<file path="config.mk">
export PLATFORM = sky130hd
export DESIGN_NAME = seg7_scan_decoder
export DESIGN_NICKNAME = d
export VERILOG_FILES = /design/src/rtl/seg7_scan_decoder.sv
export SDC_FILE = /design/constraint.sdc
export NUM_CORES = 1
export LEC_CHECK = 0
export BUFFER_PORTS_ARGS = -buffer_cell sky130_fd_sc_hd__clkbuf_2
export CAP_MARGIN = 20
export CORE_ASPECT_RATIO = 1.25
export CORE_UTILIZATION = 55
export CTS_CLUSTER_DIAMETER = 80
export DETAILED_ROUTE_END_ITERATION = 12
export GPL_TIMING_DRIVEN = 0
export PLACE_DENSITY = 0.86
export SLEW_MARGIN = 20
export SYNTH_ARGS = -nofsm -noshare
export SYNTH_HDL_FRONTEND = slang
export SYNTH_SLANG_ARGS = --single-unit
</file>
<file path="constraint.sdc">
create_clock -name clk -period 14.2 [get_ports clk]
set_input_delay 0.71 -clock clk [delete_from_list [all_inputs] [get_ports clk]]
set_output_delay 0.71 -clock clk [all_outputs]
set_load 0.02 [all_outputs]
</file>
<file path="src/rtl/seg7_scan_decoder.sv">
// seg7_scan_decoder: recovers per-digit hex values from a multiplexed active-low 7-segment scan.
// Optional decimal-point monitoring is enabled by defining SEG7_DP_EN.
module seg7_scan_decoder #(
    parameter int STABLE_CYCLES = 4,
    parameter int NUM_DIGITS    = 8
) (
    input  logic        clk,
    input  logic        rst,
    input  logic [7:0]  an_n,
    input  logic [6:0]  seg_n,
`ifdef SEG7_DP_EN
    input  logic        dp_n,
    output logic [7:0]  dp_flags,
`endif
    output logic [31:0] digits,
    output logic [7:0]  digit_valid,
    output logic [7:0]  digit_err,
    output logic        upd,
    output logic [2:0]  upd_idx,
    output logic        frame_done
);

`ifdef SEG7_DP_EN
    localparam int SW = 16;
`else
    localparam int SW = 15;
`endif
    localparam logic [7:0]            STABLE_MAX = 8'(STABLE_CYCLES);
    localparam logic [NUM_DIGITS-1:0] FULL_MASK  = '1;
    localparam logic [NUM_DIGITS-1:0] ONE_MASK   = NUM_DIGITS'(1);

    typedef enum logic [1:0] {
        ST_WAIT = 2'd0,
        ST_EVAL = 2'd1,
        ST_HOLD = 2'd2
    } state_t;

    // Returns {legal, value}; segment order A..G from MSB to LSB.
    function automatic logic [4:0] glyph_decode(input logic [6:0] seg_low);
        logic [6:0] seg_on;
        seg_on = ~seg_low;
        case (seg_on)
            7'b1111110: return 5'b1_0000;
            7'b0110000: return 5'b1_0001;
            7'b1101101: return 5'b1_0010;
            7'b1111001: return 5'b1_0011;
            7'b0110011: return 5'b1_0100;
            7'b1011011: return 5'b1_0101;
            7'b1011111: return 5'b1_0110;
            7'b1110000: return 5'b1_0111;
            7'b1111111: return 5'b1_1000;
            7'b1111011: return 5'b1_1001;
            7'b1110111: return 5'b1_1010;
            7'b0011111: return 5'b1_1011;
            7'b1001110: return 5'b1_1100;
            7'b0111101: return 5'b1_1101;
            7'b1001111: return 5'b1_1110;
            7'b1000111: return 5'b1_1111;
            default:    return 5'b0_0000;
        endcase
    endfunction

    // Returns {exactly_one_low, index_of_low_anode}.
    function automatic logic [3:0] anode_select(input logic [7:0] an_low);
        logic [3:0] zeros;
        logic [2:0] idx;
        zeros = 4'd0;
        idx   = 3'd0;
        for (int i = 0; i < 8; i++) begin
            if (!an_low[i]) begin
                zeros = zeros + 4'd1;
                idx   = 3'(i);
            end
        end
        return {(zeros == 4'd1), idx};
    endfunction

    logic [SW-1:0]         raw_s;
    logic [SW-1:0]         sync1_r;
    logic [SW-1:0]         samp_r;
    logic [SW-1:0]         prev_r;
    logic [7:0]            cnt_r;
    logic [7:0]            cnt_next_s;
    logic                  stable_s;
    logic [3:0]            sel_s;
    logic [4:0]            glyph_s;
    logic [NUM_DIGITS-1:0] frame_mask_r;
    logic [NUM_DIGITS-1:0] mask_set_s;
    state_t                state_r;

`ifdef SEG7_DP_EN
    assign raw_s = {dp_n, an_n, seg_n};
`else
    assign raw_s = {an_n, seg_n};
`endif

    // Decode from prev_r so a change landing on the EVAL cycle still evaluates the stable slot.
    always_comb begin
        stable_s = (samp_r == prev_r);
        if (!stable_s) begin
            cnt_next_s = 8'd0;
        end else if (cnt_r < STABLE_MAX) begin
            cnt_next_s = cnt_r + 8'd1;
        end else begin
            cnt_next_s = cnt_r;
        end
        sel_s      = anode_select(prev_r[14:7]);
        glyph_s    = glyph_decode(prev_r[6:0]);
        mask_set_s = frame_mask_r | (ONE_MASK << sel_s[2:0]);
    end

    // Synchronizer, stability counter, scan FSM and registered capture outputs.
    always_ff @(posedge clk or posedge rst) begin
        if (rst) begin
            sync1_r      <= '1;
            samp_r       <= '1;
            prev_r       <= '1;
            cnt_r        <= 8'd0;
            state_r      <= ST_WAIT;
            frame_mask_r <= '0;
            digits       <= 32'd0;
            digit_valid  <= 8'd0;
            digit_err    <= 8'd0;
            upd          <= 1'b0;
            upd_idx      <= 3'd0;
            frame_done   <= 1'b0;
`ifdef SEG7_DP_EN
            dp_flags     <= 8'd0;
`endif
        end else begin
            sync1_r    <= raw_s;
            samp_r     <= sync1_r;
            prev_r     <= samp_r;
            cnt_r      <= cnt_next_s;
            upd        <= 1'b0;
            frame_done <= 1'b0;
            case (state_r)
                ST_WAIT: begin
                    if (cnt_next_s == STABLE_MAX) begin
                        state_r <= ST_EVAL;
                    end
                end
                ST_EVAL: begin
                    state_r <= stable_s ? ST_HOLD : ST_WAIT;
                    if (sel_s[3]) begin
                        upd     <= 1'b1;
                        upd_idx <= sel_s[2:0];
                        if (glyph_s[4]) begin
                            digits[{sel_s[2:0], 2'b00} +: 4] <= glyph_s[3:0];
                            digit_valid[sel_s[2:0]]          <= 1'b1;
                            digit_err[sel_s[2:0]]            <= 1'b0;
                        end else begin
                            digit_err[sel_s[2:0]] <= 1'b1;
                        end
`ifdef SEG7_DP_EN
                        dp_flags[sel_s[2:0]] <= ~prev_r[15];
`endif
                        if (mask_set_s == FULL_MASK) begin
                            frame_done   <= 1'b1;
                            frame_mask_r <= '0;
                        end else begin
                            frame_mask_r <= mask_set_s;
                        end
                    end
                end
                ST_HOLD: begin
                    if (!stable_s) begin
                        state_r <= ST_WAIT;
                    end
                end
                default: state_r <= ST_WAIT;
            endcase
        end
    end

endmodule
</file>
==> results.md <==
- Status: completed
- CTS Buffer Depth: 2
- Die X: 91.1 um
- Die area: 10,300 sq um
- Share of cells above drive strength 1: 0.377
- Synth top area share: 0.325
- Peak VDD IR: 0.000102 V
- Worst r2r src: prev_r[7]
- Die Ht: 113 um
- Average wire per cell in the routed design: 16.9 um
- Worst Path Max Fanout: 9
- Hold buffer count at cts: 0
- Drt total wl: 11,400 um
- Setup CP Type: reg2reg
- Syn Std Cell Area: 5460 sq um
- Clock sink total: 116
- Slowest Stage Delay on Critical Path: 550 ps
- # resized after CTS: 0
- Startpoint Class: register
- First-pass GRT wire length: 19,100 um
- Overflow after GRT: 0
- Row cnt: 40
- Initial antenna violation count: 0
- Number of post-CTS setup repair buffers: 0
- Root buffer cell: clkbuf_16
- Synth async-reset ratio: 1.00
- CTS Buf Count: 17
- RSZ-0062 raised after global routing: no
- Clk_lat worst skew: 420 ps
- Critical path cell sequence: inv_1, ha_1, xnor2_1, ha_1, nor2_1, a31oi_1, ha_1, nand2b_1, nand2_1, a21oi_1, nor2_1, ha_1, nor2_1, nor2_1, ha_1, nor2_1, nor2_1, or3_1, clkbuf_1, or4_1, buf_2, mux2_4
- Worst R2R End: digits[18]
- Worst-Margin Slew: 914 ps
- Crit path required time: 14,500 ps
- Gr busiest metal: met2
- Number of DRC markers in iteration 0: 227
- Clock power share: 0.489
- DRC errors left: 0
- Slew margin rel.: 0.391
- Vias in the first global route: 3,973
- Critical path capture point type: register
- GRT met1 Usage: 0.278
- Layout Skew: 7.27 ps
- HPWL Detailed: 7970 um
- Synth Warn #: 0
- Combinational power share: 0.109
- ANT nets after route: 0
- Synth area leader: dfrtp_1
- Library cells used by synthesis: 70
- Final setup fails: 0
- Max Cap Viol: 0
- Syn avg cell area: 12.1 sq um
- Worst Path Buf+Inv: 3
- Commonest non-fill, non-tap cells in the layout: 71 x dfrtp_1, 69 x clkbuf_2, 45 x dfstp_2
- Leak: 3.14 nW
- Core Box Area: 9610 sq um
- Setup Slack @ Placement: 8920 ps
- Nets: 570
- Critical path's most frequent cell: nor2_1
- Min Tclk post-route: 5450 ps
- IO buf count: 69
- Post-synthesis sequential area ratio: 0.542
- Internal: 0.655 mW
- Vias: 3,902
- Switching pwr: 0.209 mW
- Post-synth top flop: dfrtp_1
- M2 GR Usage: 0.404
- Antenna cells: 0
- GRT Util Overall: 0.242
- Seq cells post-synth: 116
- CP max-delay cell: dfstp_2
- Worst hold-check path type: in2async
- Arr. time, crit path: 5750 ps
- Initial Util: 0.568
- FF-to-FF setup slack: 8750 ps
- F_max: 184 MHz
- I/O pin cnt: 70
- Top delay family on crit path: simple AND/OR/NAND/NOR gates
- GR Layer Usage met3: 0.0607
- Final hold vios: 0
- Post-synthesis cell count: 450
- Largest net degree at the start of global routing: 76
- Area grow syn2layout: 21.0%
- Vias per cell: 5.76
- Sequential Power Share: 0.402
- Post-synthesis net count: 481
- Final setup margin: 8750 ps
- CTS tree: built
- Sw frac: 0.242
- Cell area power density: 131 nW/um^2
- Period utilization: 0.384
- Hold slack: 287 ps
- Top cells by area, synth: dfrtp_1 33%, dfstp_2 22%, mux2_2 5.2%, xnor2_1 3.4%, ha_1 3.2%
- Post-synth EDFFs: 0
- Number of cells on the worst reg-to-reg path: 22
- H-tree levels: 4
- Slew Limit Fails: 0
- Setup TNS: 0 ps
- GP Congestion: 0.878
- Clock transition at path regs: 60 ps
- First drt pass iteration count: 7
- Most common cell after layout, fill and taps aside: dfrtp_1
worst max path at each step:
stage	start	end	slack, ps	cells after the start
global route	prev_r[7]	digits[18]	8500	22
detailed placement	prev_r[7]	digits[19]	8920	22
floorplan	prev_r[7]	digits[24]	9380	23
CTS	prev_r[7]	digits[18]	8810	22
global placement	prev_r[7]	digits[26]	9080	23
finish	prev_r[7]	digits[18]	8750	22
registers in the layout (all words and copies together), names as in the netlist, named ones only:
signal and cells:
digits 32, prev_r 15, samp_r 15, sync1_r 15, cnt_r 8, digit_valid 8
frame_mask_r 8, upd_idx 3, state_r 2, frame_done 1, upd 1
stage by stage:
step | util | power, mW | std cells | instance area, sq um
after floorplan | - | 0.422 | 450 | 5460
after global placement | 0.621 | 0.438 | 645 | 5970
after detailed placement | 0.624 | 0.444 | 646 | 6000
after CTS | 0.687 | 0.869 | 678 | 6610
after global routing | 0.688 | 0.895 | 678 | 6610
final | 0.688 | 0.864 | 678 | 6610
layer usage:
layer,wire length [um],vias up
met5,0,-
met4,493,0
met3,564,44
met2,5810,157
met1,4570,1914
li1,-,1787
logic make-up after synthesis:
group                      count (synthesis)  share of synthesized area
AOI/OAI and AO/OA                         64                     0.0873
xor gates and xnor gates                  27                     0.0541
adders and majority gates                 14                     0.0321
buffers and inverters                     36                     0.0263
DFF                                      116                      0.542
muxes                                     43                     0.0946
and+or+nand+nor                          150                      0.164
synthesized netlist by cell type (4+ instances only):
master / number
dfstp_2: 45
nand3b_1: 4
and2_1: 7
mux2i_1: 4
nand3_1: 6
nand2_1: 26
o21ba_2: 5
nor3_1: 10
a21oi_1: 11
or4_1: 6
nor2_1: 26
nor4b_1: 4
nand2b_1: 9
xnor2_1: 21
clkbuf_1: 9
o21bai_1: 4
inv_1: 14
nor2b_1: 12
ha_1: 14
buf_1: 5
or3_1: 4
dfrtp_1: 71
buf_2: 7
nor3b_1: 8
mux2_2: 25
nand4_1: 5
a31oi_1: 7
mux2_4: 10
mux2_1: 4
o21ai_0: 7
worst reg2reg max path: stages (launching register included):
cell      delay [ps]
dfstp_2          550
inv_1             50
ha_1             360
xnor2_1          170
ha_1             310
nor2_1            50
a31oi_1          280
ha_1             300
nand2b_1         130
nand2_1           70
a21oi_1          380
nor2_1           100
ha_1             320
nor2_1           130
nor2_1            80
ha_1             270
nor2_1           180
nor2_1            60
or3_1            320
clkbuf_1         210
or4_1            520
buf_2            190
mux2_4           310
final cells by class:
class,instances,area (sq um)
Buffer,21,87.6
Clock buffer,27,577
Clock inverter,5,30.0
Fill cell,711,3000
Inverter,15,61.3
Multi-Input combinational cell,298,2370
Sequential cell,116,2960
Tap cell,126,158
Timing Repair Buffer,70,373
power groups by stage:
stage	clock (mW)	sequential [mW]	combinational, mW
CTS	0.428	0.347	0.0935
floorplan	0	0.351	0.0709
global route	0.443	0.348	0.104
finish	0.423	0.347	0.0944
detailed placement	0	0.353	0.0918
global placement	0	0.352	0.0859
(Power assumes the default switching activity.)
